`src/rtl/clock_pkg.sv`:
```
// Shared clock-domain definitions for the timekeeper and its front-panel controls.
// Field widths, value limits, edit FSM encoding and the edit_field display codes.
package clock_pkg;

    localparam int HOURS_W = 5;
    localparam int MIN_W   = 6;

    localparam logic [HOURS_W-1:0] MAX_HOUR = HOURS_W'(23);
    localparam logic [MIN_W-1:0]   MAX_MIN  = MIN_W'(59);

    // State codes double as the edit_field display codes.
    typedef enum logic [1:0] {
        ST_IDLE   = 2'b00,
        ST_EDIT_H = 2'b01,
        ST_EDIT_M = 2'b10,
        ST_COMMIT = 2'b11
    } state_t;

    localparam logic [1:0] FIELD_IDLE   = 2'b00;
    localparam logic [1:0] FIELD_HOURS  = 2'b01;
    localparam logic [1:0] FIELD_MIN    = 2'b10;
    localparam logic [1:0] FIELD_COMMIT = 2'b11;

endpackage

```
`src/rtl/time_set_ctrl_btn_sync_edge.sv`:
```
// Raw button -> 2-flop synchroniser, rising-edge detect and optional hold auto-repeat.
// step is one cycle wide; a rise sampled at edge k produces a step acted on at edge k+2.
module btn_sync_edge #(
    parameter bit REPEAT_EN     = 1'b1,
    parameter int REPEAT_CYCLES = 4
) (
    input  logic clk,
    input  logic rst,
    input  logic btn_i,
    output logic step_o
);

    localparam int CW = (REPEAT_CYCLES > 2) ? $clog2(REPEAT_CYCLES) : 1;
    localparam logic [CW-1:0] RPT_LAST = CW'(REPEAT_CYCLES - 1);

    logic          sync1_q;
    logic          sync2_q;
    logic          prev_q;
    logic [CW-1:0] rpt_q;
    logic [CW-1:0] rpt_d;

    // Phase counter runs only while the synced level is high; it is zero on the edge cycle.
    always_comb begin
        rpt_d = '0;
        if (sync2_q) begin
            rpt_d = (rpt_q == RPT_LAST) ? '0 : rpt_q + 1'b1;
        end
    end

    always_ff @(posedge clk or negedge rst) begin
        if (!rst) begin
            sync1_q <= 1'b0;
            sync2_q <= 1'b0;
            prev_q  <= 1'b0;
            rpt_q   <= '0;
        end else begin
            sync1_q <= btn_i;
            sync2_q <= sync1_q;
            prev_q  <= sync2_q;
            rpt_q   <= rpt_d;
        end
    end

    assign step_o = sync2_q & (~prev_q | (REPEAT_EN & (rpt_q == '0)));

endmodule

```
`src/rtl/time_set_ctrl.sv`:
```
// Front-panel time-setting controller: capture, edit hours, edit minutes, commit to timekeeper.
// Commit is a one-cycle set_time_flag with set_hours/set_minutes held stable around it.
module time_set_ctrl
    import clock_pkg::*;
#(
    parameter int TIMEOUT_CYCLES = 30,
    parameter int REPEAT_CYCLES  = 4
) (
    input  logic               clk,
    input  logic               rst,
    input  logic               btn_mode,
    input  logic               btn_inc,
    input  logic               btn_dec,
    input  logic [HOURS_W-1:0] cur_hours,
    input  logic [MIN_W-1:0]   cur_minutes,
    output logic [HOURS_W-1:0] set_hours,
    output logic [MIN_W-1:0]   set_minutes,
    output logic               set_time_flag,
    output logic [1:0]         edit_field
);

    localparam int TW = (TIMEOUT_CYCLES > 2) ? $clog2(TIMEOUT_CYCLES) : 1;
    localparam logic [TW-1:0] TMO_LAST = TW'(TIMEOUT_CYCLES - 1);

    logic mode_step;
    logic inc_step;
    logic dec_step;

    btn_sync_edge #(.REPEAT_EN(1'b0), .REPEAT_CYCLES(REPEAT_CYCLES)) u_mode (
        .clk    (clk),
        .rst    (rst),
        .btn_i  (btn_mode),
        .step_o (mode_step)
    );

    btn_sync_edge #(.REPEAT_EN(1'b1), .REPEAT_CYCLES(REPEAT_CYCLES)) u_inc (
        .clk    (clk),
        .rst    (rst),
        .btn_i  (btn_inc),
        .step_o (inc_step)
    );

    btn_sync_edge #(.REPEAT_EN(1'b1), .REPEAT_CYCLES(REPEAT_CYCLES)) u_dec (
        .clk    (clk),
        .rst    (rst),
        .btn_i  (btn_dec),
        .step_o (dec_step)
    );

    state_t             state_q;
    logic [HOURS_W-1:0] hours_q;
    logic [MIN_W-1:0]   mins_q;
    logic               flag_q;
    logic [1:0]         field_q;
    logic [TW-1:0]      tmo_q;

    logic [HOURS_W-1:0] hours_up;
    logic [HOURS_W-1:0] hours_dn;
    logic [MIN_W-1:0]   mins_up;
    logic [MIN_W-1:0]   mins_dn;
    logic [HOURS_W-1:0] cap_hours;
    logic [MIN_W-1:0]   cap_mins;
    logic               adj_up;
    logic               adj_dn;
    logic               adj_any;

    // Wrap at the field limits with explicit compares so values never leave their range.
    always_comb begin
        hours_up  = (hours_q == MAX_HOUR) ? '0 : hours_q + 1'b1;
        hours_dn  = (hours_q == '0) ? MAX_HOUR : hours_q - 1'b1;
        mins_up   = (mins_q == MAX_MIN) ? '0 : mins_q + 1'b1;
        mins_dn   = (mins_q == '0) ? MAX_MIN : mins_q - 1'b1;
        cap_hours = (cur_hours > MAX_HOUR) ? '0 : cur_hours;
        cap_mins  = (cur_minutes > MAX_MIN) ? '0 : cur_minutes;
        adj_up    = inc_step & ~dec_step;
        adj_dn    = dec_step & ~inc_step;
        adj_any   = inc_step | dec_step;
    end

    always_ff @(posedge clk or negedge rst) begin
        if (!rst) begin
            state_q <= ST_IDLE;
            hours_q <= '0;
            mins_q  <= '0;
            flag_q  <= 1'b0;
            field_q <= FIELD_IDLE;
            tmo_q   <= '0;
        end else begin
            flag_q <= 1'b0;
            case (state_q)
                ST_IDLE: begin
                    if (mode_step) begin
                        state_q <= ST_EDIT_H;
                        field_q <= FIELD_HOURS;
                        hours_q <= cap_hours;
                        mins_q  <= cap_mins;
                        tmo_q   <= '0;
                    end
                end
                ST_EDIT_H: begin
                    if (mode_step) begin
                        state_q <= ST_EDIT_M;
                        field_q <= FIELD_MIN;
                        tmo_q   <= '0;
                    end else if (adj_any) begin
                        tmo_q <= '0;
                        if (adj_up) begin
                            hours_q <= hours_up;
                        end else if (adj_dn) begin
                            hours_q <= hours_dn;
                        end
                    end else if (tmo_q == TMO_LAST) begin
                        state_q <= ST_IDLE;
                        field_q <= FIELD_IDLE;
                    end else begin
                        tmo_q <= tmo_q + 1'b1;
                    end
                end
                ST_EDIT_M: begin
                    if (mode_step) begin
                        state_q <= ST_COMMIT;
                        field_q <= FIELD_COMMIT;
                        flag_q  <= 1'b1;
                        tmo_q   <= '0;
                    end else if (adj_any) begin
                        tmo_q <= '0;
                        if (adj_up) begin
                            mins_q <= mins_up;
                        end else if (adj_dn) begin
                            mins_q <= mins_dn;
                        end
                    end else if (tmo_q == TMO_LAST) begin
                        state_q <= ST_IDLE;
                        field_q <= FIELD_IDLE;
                    end else begin
                        tmo_q <= tmo_q + 1'b1;
                    end
                end
                ST_COMMIT: begin
                    // Events arriving while the strobe is out are dropped.
                    state_q <= ST_IDLE;
                    field_q <= FIELD_IDLE;
                end
                default: begin
                    state_q <= ST_IDLE;
                    field_q <= FIELD_IDLE;
                end
            endcase
        end
    end

    assign set_hours     = hours_q;
    assign set_minutes   = mins_q;
    assign set_time_flag = flag_q;
    assign edit_field    = field_q;

endmodule

```
`config.mk`:
```
export PLATFORM = sky130hd
export DESIGN_NAME = time_set_ctrl
export DESIGN_NICKNAME = d
export VERILOG_FILES = /design/src/rtl/clock_pkg.sv /design/src/rtl/time_set_ctrl_btn_sync_edge.sv /design/src/rtl/time_set_ctrl.sv
export SDC_FILE = /design/constraint.sdc
export NUM_CORES = 1
export LEC_CHECK = 0
export CORE_ASPECT_RATIO = 0.8
export CORE_MARGIN = 2
export CORE_UTILIZATION = 40
export DETAILED_ROUTE_END_ITERATION = 16
export GPL_TIMING_DRIVEN = 0
export HOLD_SLACK_MARGIN = 0.1
export PLACE_DENSITY = 0.58
export SLEW_MARGIN = 20
export SYNTH_ARGS = -nofsm -noshare
export SYNTH_HDL_FRONTEND = slang
export SYNTH_SLANG_ARGS = --single-unit
```
`constraint.sdc`:
```
create_clock -name clk -period 5.7 [get_ports clk]
set_clock_uncertainty 0.2 [all_clocks]
set_input_delay 0.57 -clock clk [delete_from_list [all_inputs] [get_ports clk]]
set_output_delay 0.57 -clock clk [all_outputs]
set_load 0.03 [all_outputs]
```
=== Word level (Yosys, flattened, before mapping) ===
Index checks and enable logic that the tools add are counted.

* Add/sub/neg operators: 7
* Multipliers: 0
* Div/mod/pow operators: 0
* $lt $le $gt $ge: 2
* Equality and inequality tests: 16
* Shifts and indexed selects: 0
* Multiplexer cells: 40
* Bitwise operators: 13
* Reduce and logical (&&, ||, !) cells: 12

{| class="wikitable"
|+ Operator list
! operator !! count
|-
| 2-to-1 mux 5 bit || 12
|-
| 2-to-1 mux 6 bit || 8
|-
| 2-to-1 mux 2 bit || 13
|-
| case mux 5 bit (2 select lines) || 2
|-
| case mux 2 bit (4 select lines) || 2
|-
| case mux 6 bit (2 select lines) || 1
|-
| adder 5 x 1 -> 5 bit, second input constant || 2
|-
| == test 5 bit, second input constant || 2
|-
| != test 2 bit, second input constant || 5
|-
| AND reduction 5 bit || 2
|-
| == test 2 bit, second input constant || 4
|-
| adder 6 x 1 -> 6 bit, second input constant || 1
|-
| == test 6 bit, second input constant || 1
|-
| > comparator 6 bit, second input constant || 1
|-
| logical NOT 2 bit || 3
|-
| logical NOT 6 bit || 1
|-
| != test 3 bit, second input constant || 2
|-
| nonzero test 2 bit || 3
|-
| subtractor 6 x 1 -> 6 bit, second input constant || 1
|-
| bitwise AND 1 bit || 5
|-
| > comparator 5 bit, second input constant || 1
|-
| logical NOT 5 bit || 1
|-
| NOT 1 bit || 5
|-
| subtractor 5 x 1 -> 5 bit, second input constant || 1
|-
| 7 further kinds || 11
|}

* Bits in registers: 34
* Latch bits: 0
* Bits in writable memories: 0
* Memory bits (read-only): 0
* Bits of input ports: 16
* Output and inout bits: 14
* Word-level logic and storage cells: 107
* Memories: 0

=== Logic depth before layout (Yosys ltp) ===
* Word-level depth: 10
* Mapped depth: 10
* Gate-level depth less buffers: 9

=== Hierarchy ===
A second synthesis with hierarchy kept.

* Cells, all modules: 236
* Area, all modules: 2,200.9 sq um

{| class="wikitable"
|+ Modules (own cells, without submodules)
! module !! times used !! cells each !! area each (sq um) !! seq. area each (sq um)
|-
| time_set_ctrl || 1 || 207 || 1,747.9 || 525.5
|-
| btn_sync_edge at u_dec || 1 || 13 || 191.4 || 125.1
|-
| btn_sync_edge at u_inc || 1 || 12 || 172.7 || 125.1
|-
| btn_sync_edge at u_mode || 1 || 4 || 88.8 || 75.1
|}

=== Worst setup path after synthesis ===
No wires, ideal clock.

* Kind: register to register
* Start point: register u_dec.rpt_q[0]
* End point: register hours_q[2] (netlist: set_hours[2])
* Library setup time: 0.126 ns
* Data arrival time: 1.907 ns
* Data required time: 5.374 ns
* Path slack: 3.468 ns
* Stages on the path, launching flop included: 10
* Buffers on the path: 1
* Period minus slack after synthesis: 2.232 ns
* Path through: dfrtp_1 -> inv_1 -> ha_1 -> o21ai_0 -> ha_1 -> clkbuf_1 -> nor3b_2 -> a31oi_4 -> o21ai_1 -> a221o_1

* Word-level cells in the longest chain between the ends: 9
* Elaborated cells on any way between the ends: 14
* Those cells by class: 2 x eq/ne; 4 x mux; 6 x bitwise; 2 x reduce/logical

{| class="wikitable"
|+ Ends and longest elaborated chain
! item !! RTL line !! text
|-
| from (decl) || time_set_ctrl_btn_sync_edge.sv:19 || <nowiki>logic [CW-1:0] rpt_q;</nowiki>
|-
| from (signal assigned) || time_set_ctrl_btn_sync_edge.sv:40 || <nowiki>rpt_q <= rpt_d;</nowiki>
|-
| logical NOT 2 bit (*) || time_set_ctrl_btn_sync_edge.sv:44 || <nowiki>assign step_o = sync2_q & (~prev_q | (REPEAT_EN & (rpt_q == '0)));</nowiki>
|-
| bitwise OR 1 bit (*) || time_set_ctrl_btn_sync_edge.sv:44 ||
|-
| bitwise AND 1 bit (*) || time_set_ctrl_btn_sync_edge.sv:44 ||
|-
| NOT 1 bit || time_set_ctrl.sv:75 || <nowiki>adj_up = inc_step & ~dec_step;</nowiki>
|-
| bitwise AND 1 bit || time_set_ctrl.sv:75 ||
|-
| 2-to-1 mux 5 bit || time_set_ctrl.sv:107 || <nowiki>if (adj_up) begin</nowiki>
|-
| 2-to-1 mux 5 bit || time_set_ctrl.sv:105 || <nowiki>end else if (adj_any) begin</nowiki>
|-
| 2-to-1 mux 5 bit || time_set_ctrl.sv:101 || <nowiki>if (mode_step) begin</nowiki>
|-
| case mux 5 bit (2 select lines) || time_set_ctrl.sv:90 || <nowiki>case (state_q)</nowiki>
|-
| to (signal assigned) || time_set_ctrl.sv:95 || <nowiki>hours_q <= cap_hours;</nowiki>
|-
| to (signal assigned) || time_set_ctrl.sv:108 || <nowiki>hours_q <= hours_up;</nowiki>
|-
| to (signal assigned) || time_set_ctrl.sv:110 || <nowiki>hours_q <= hours_dn;</nowiki>
|-
| to (decl) || time_set_ctrl.sv:51 || <nowiki>logic [HOURS_W-1:0] hours_q;</nowiki>
|}

Every way passes the cells marked *; elsewhere a longest branch is shown, timed or not. The select of a mux whose other input is x is not followed.
A chain may end at the register's enable or synchronous reset.

=== Worst setup path after layout ===
* Start point: register u_inc.rpt_q[0]
* End point: register mins_q[2] (netlist: set_minutes[2])

* Word-level cells in the longest chain between the ends: 8
* Elaborated cells on any way between the ends: 14
* Those cells by class: 2 x eq/ne; 4 x mux; 6 x bitwise; 2 x reduce/logical

{| class="wikitable"
|+ Ends and longest elaborated chain
! item !! RTL line !! text
|-
| from (decl) || time_set_ctrl_btn_sync_edge.sv:19 ||
|-
| from (signal assigned) || time_set_ctrl_btn_sync_edge.sv:40 ||
|-
| logical NOT 2 bit (*) || time_set_ctrl_btn_sync_edge.sv:44 ||
|-
| bitwise OR 1 bit (*) || time_set_ctrl_btn_sync_edge.sv:44 ||
|-
| bitwise AND 1 bit (*) || time_set_ctrl_btn_sync_edge.sv:44 ||
|-
| bitwise AND 1 bit || time_set_ctrl.sv:75 ||
|-
| 2-to-1 mux 6 bit || time_set_ctrl.sv:127 || <nowiki>if (adj_up) begin</nowiki>
|-
| 2-to-1 mux 6 bit || time_set_ctrl.sv:125 || <nowiki>end else if (adj_any) begin</nowiki>
|-
| 2-to-1 mux 6 bit || time_set_ctrl.sv:120 || <nowiki>if (mode_step) begin</nowiki>
|-
| case mux 6 bit (2 select lines) || time_set_ctrl.sv:90 ||
|-
| to (signal assigned) || time_set_ctrl.sv:96 || <nowiki>mins_q <= cap_mins;</nowiki>
|-
| to (signal assigned) || time_set_ctrl.sv:128 || <nowiki>mins_q <= mins_up;</nowiki>
|-
| to (signal assigned) || time_set_ctrl.sv:130 || <nowiki>mins_q <= mins_dn;</nowiki>
|-
| to (decl) || time_set_ctrl.sv:52 || <nowiki>logic [MIN_W-1:0] mins_q;</nowiki>
|}

Marks and branches as above.

==> results summary <==
The run finished with clean final reports. Dividing total power by cell area gives a power density of between 400 and 500 nW/µm². The total die area came out at ~6300 µm². The CTS H-tree depth came out at 2.

The maximum clock frequency came out at around 0.37 GHz. The buffering stage count on the worst path with inverters included is 2. The share of final-layout standard cells stronger than drive strength 1 is 0.0909. In the synthesized netlist the dominant register cell turns out to be sky130_fd_sc_hd__dfrtp_1.

The count of antenna-violating nets left after detailed routing came out at 0. The mapped netlist covers 2260 µm². The starting density of the core came out at 0.415. The worst slew margin relative to its limit is 0.651. The first-pass detailed-route iteration total is 4. The biggest fanout along the worst timing path came out at 9. In the synthesized netlist the async set-or-reset flop fraction comes to 1.00.

The startpoint class of the critical path is a register. The endpoint identified for the worst register-to-register timing path is set_minutes[2]. The combined global-route utilization of all metal layers is 0.173. The minimum clock period is about 2.7 ns. The synthesized netlist cell count came out at between 200 and 250. The cell depth of the worst flop-to-flop path came out at 9.

The first-pass GRT wire length is 8440 µm. In the post-synthesis netlist, the biggest area contributors are sky130_fd_sc_hd__dfrtp_1, sky130_fd_sc_hd__ha_1, sky130_fd_sc_hd__inv_1. The setup slack of the most critical reg-to-reg path came out at between 3 and 4 ns. The number of DRC markers after the initial detailed-route iteration came out at ~70.

Summed over all cells, the static leakage comes to between 1 and 1.5 nW. The count of boundary I/O pins came out at 30. The share of synthesized area in the top cell type comes to 0.377. The power share of the combinational group came out at 0.530. The clock sink total came out at 34. The via count of the first global-routing pass was 1793.

The detailed-route vias per instance is approximately 5.5. The clock buffer count from CTS is 5. Setup repair after global routing left no endpoint under its margin.

Traced cell by cell, the critical path runs through inv_1 -> ha_1 -> o21ai_0 -> ha_1 -> clkbuf_1 -> nor3b_1 -> a31oi_2 -> nor2_1 -> a22o_1. In this run the core area contains 24 standard-cell rows. The routed wirelength normalized by instance count came out at 14.2 µm. The area growth from synthesis to layout is 24.4%. The cell repeated most along the worst path is sky130_fd_sc_hd__ha_1. Entering global routing, the biggest net connects 29 pins. The proportion of power drawn by flip-flops and latches came out at 0.272. The routability congestion estimate from global placement came out at approximately 0.84.

The tree is rooted in a sky130_fd_sc_hd__clkbuf_8. Max-cap violations in this run came to 0. The routed layout has between 1500 and 2000 vias. The residual DRC count came out at 0. For the worst-skew pair, the clock arrives at the later sink with an insertion delay of between 0.2 and 0.3 ns. The critical path crosses 9 cells after its start point. The clock-pin slew reported for the worst setup and hold paths after clock tree synthesis came out at 0.08 ns. Of the total synthesized cell area, the portion taken by full adders, half adders and majority gates is 0.0998. The half-perimeter wire length after placement is 3640 µm. The library cell with the largest summed area after synthesis is sky130_fd_sc_hd__dfrtp_1.

The count of input and output buffers is 29. The endpoint class of the critical path is a register. The global-route track usage on met3 came out at 0.0455. The cell area after placement came out at between 2000 and 3000 µm². After routing, the total negative slack on setup checks comes to 0 ns.

Following the worst setup path forward leads to its endpoint at set_minutes[2]. The required arrival time at the worst endpoint is about 5.7 ns. The post-layout net count is about 310. The period utilization came out at 0.469. The post-route cell area is 2810 µm². The slowest stage cell on the critical path is sky130_fd_sc_hd__a31oi_2. The worst register-to-register path begins at u_inc.rpt_q[0].

The internal power consumption came out at around 790 µW. The global routing usage on met1 is 0.249. The register area share after synthesis is 0.377. The number of warnings issued by yosys came out at 0. The global routing stage identified its most utilized layer as met2. The synthesized netlist net count came out at 270. The longest clock path from root to sink contains 2 buffers. The average instance in the mapped netlist occupies between 9 and 10 µm². The number of enable flip-flop cells after synthesis came out at 0.

The family with the most delay on the worst path is compound AO/OA/AOI/OAI gates. The post-detailed-routing wire length is between 5000 and 6000 µm. The post-synthesis compound-gate area fraction is 0.239. The initial antenna violation count is 0. Setup violations remaining at the end of the flow were counted as 0.

The synthesized design contains 34 register bits. By startpoint and endpoint, the worst setup path is classified as reg2reg. For met2 alone, demand over resource in global routing was 0.258. The switching share of power came out at 0.430. After synthesis, the largest family of logic cells by area is compound AO/OA/AOI/OAI gates.

The multiplexer area fraction after synthesis came out at 0.0238. The width of the chip is between 80 and 90 µm. The aggregate global routing overflow is 0. TritonCTS built the clock tree. The fraction of the mapped netlist area in simple logic gates came out at 0.185. The worst voltage drop across the vdd grid is between 0.0002 and 0.00025 V.

The critical path arrival is between 2 and 3 ns. The slew at the pin with the worst max-slew slack is 0.516 ns. The share of the synthesized netlist area taken by xor and xnor gates is 0.0155. The launching instance or port of the critical path is u_inc.rpt_q[0]. The number of distinct library cell variants in the gate-level netlist after synthesis came out at 66. The share of total power dissipated in the clock network is 0.198.

0 antenna diodes ended up in the layout. The total count of max-transition violations in the final report was 0. The area inside the core boundary is between 5000 and 6000 µm². The total of fill cells in the finished design came out at between 500 and 600. The hold violation total from the final report came out at 0. The power dissipated by switching net loads is about 600 µW.

The die outline height came out at ~70 µm. The path type of the worst min-delay path is reg2reg. The largest stage delay on the critical path came out at about 0.48 ns.
==> worst min-delay path by stage <==
stage / from / end / depth (start not counted)
after floorplan: rst / edit_field[0] / 0
after global placement: u_dec.sync1_q / u_dec.sync2_q / 0
after detailed placement: u_dec.sync1_q / u_dec.sync2_q / 0
after CTS: u_dec.sync1_q / u_dec.sync2_q / 0
after global routing: u_dec.sync1_q / u_dec.sync2_q / 0
final: u_dec.sync1_q / u_dec.sync2_q / 0
==> layer usage <==
layer,part of all wire,wire length [µm]
met4,0.011,55
met3,0.031,154
met2,0.45,2260
met5,0,0
met1,0.51,2530
==> state kept, by name, summed over array words and instances, names as in the netlist, 2 cells and up <==
signal and count:
set_minutes 6, u_inc.rpt_q 2, u_dec.rpt_q 2, tmo_q 5
state_q 2, edit_field 2, set_hours 5
==> synthesized netlist by cell type, types with 2 or more instances <==
library cell,n
sky130_fd_sc_hd__nor2_1,9
sky130_fd_sc_hd__o21ai_1,4
sky130_fd_sc_hd__clkbuf_1,6
sky130_fd_sc_hd__nand4_1,2
sky130_fd_sc_hd__mux2_1,3
sky130_fd_sc_hd__buf_2,4
sky130_fd_sc_hd__a41oi_1,3
sky130_fd_sc_hd__nor3b_1,3
sky130_fd_sc_hd__o2bb2ai_1,2
sky130_fd_sc_hd__xnor2_1,3
sky130_fd_sc_hd__o311ai_1,3
sky130_fd_sc_hd__or4b_1,2
sky130_fd_sc_hd__a22oi_1,2
sky130_fd_sc_hd__ha_1,18
sky130_fd_sc_hd__mux2i_1,2
sky130_fd_sc_hd__nor3_1,3
sky130_fd_sc_hd__o21ai_0,6
sky130_fd_sc_hd__o21bai_1,2
sky130_fd_sc_hd__a221oi_1,2
sky130_fd_sc_hd__nand3_1,15
sky130_fd_sc_hd__nand2_1,16
sky130_fd_sc_hd__a21o_1,5
sky130_fd_sc_hd__a32oi_1,2
sky130_fd_sc_hd__and3_2,2
sky130_fd_sc_hd__dfrtp_1,34
sky130_fd_sc_hd__a21oi_1,12
sky130_fd_sc_hd__inv_1,22
sky130_fd_sc_hd__and4_1,2
sky130_fd_sc_hd__a31oi_1,3
sky130_fd_sc_hd__o211ai_1,3
sky130_fd_sc_hd__and2_1,4
sky130_fd_sc_hd__o41ai_1,3
==> stage by stage <==
step	worst slack, ns	instances	total power, mW	util	hold WS, ns
CTS	3.02	353	1.40	0.517	0.155
global route	2.82	353	1.50	0.517	0.160
finish	3.03	353	1.39	0.517	0.150
detailed placement	3.05	344	1.12	0.489	0.136
global placement	3.04	343	1.12	0.487	0.131
floorplan	3.47	236	0.896	-	0.0744
==> power groups by stage <==
stage	logic, mW	registers (mW)	clock network [mW]
global route	0.817	0.392	0.293
CTS	0.741	0.380	0.283
finish	0.737	0.379	0.275
floorplan	0.440	0.457	0
detailed placement	0.735	0.384	0
global placement	0.736	0.384	0
==> final cells by class <==
cell class              instances  area, µm²  area share
repair buffers                 31        315       0.112
clock buffers                   5       68.8      0.0245
plain buffers                  11       53.8      0.0192
clock inverters                 3       68.8      0.0245
multi-input cells             169       1270       0.452
flip-flops and latches         34        851       0.303
inverters                      22       82.6      0.0294
well taps                      78       97.6      0.0348
==> kinds of logic after synthesis <==
logic type | Yosys count
compound gates | 71
simple gates | 71
flops | 34
buf+inv | 33
fa+ha+maj | 18
mux | 5
xor+xnor | 4
==> what timing repair did <==
action | 4_1_cts | 5_1_grt
resized for setup | 0 | 0
hold buffers | 1 | 0
buffers inserted | 0 | 0
hold endpoints to repair | 6 | 0
==> cell usage in the layout (no fill, tap or decap), drive strengths merged, types with 4 or more instances in the layout <==
master         synthesis  final
clkdlybuf4s50          0     28
a31oi                  5      5
buf                    5      7
dfrtp                 34     34
ha                    18     18
nand3                 15     15
clkbuf                 6     11
nand2                 16     16
inv                   22     22
nor2                   9      9
o21ai                 10     10
and2                   4      4
a21oi                 13     13
a21o                   5      5
nor3b                  4      4
Power figures use the tool's default switching activity.
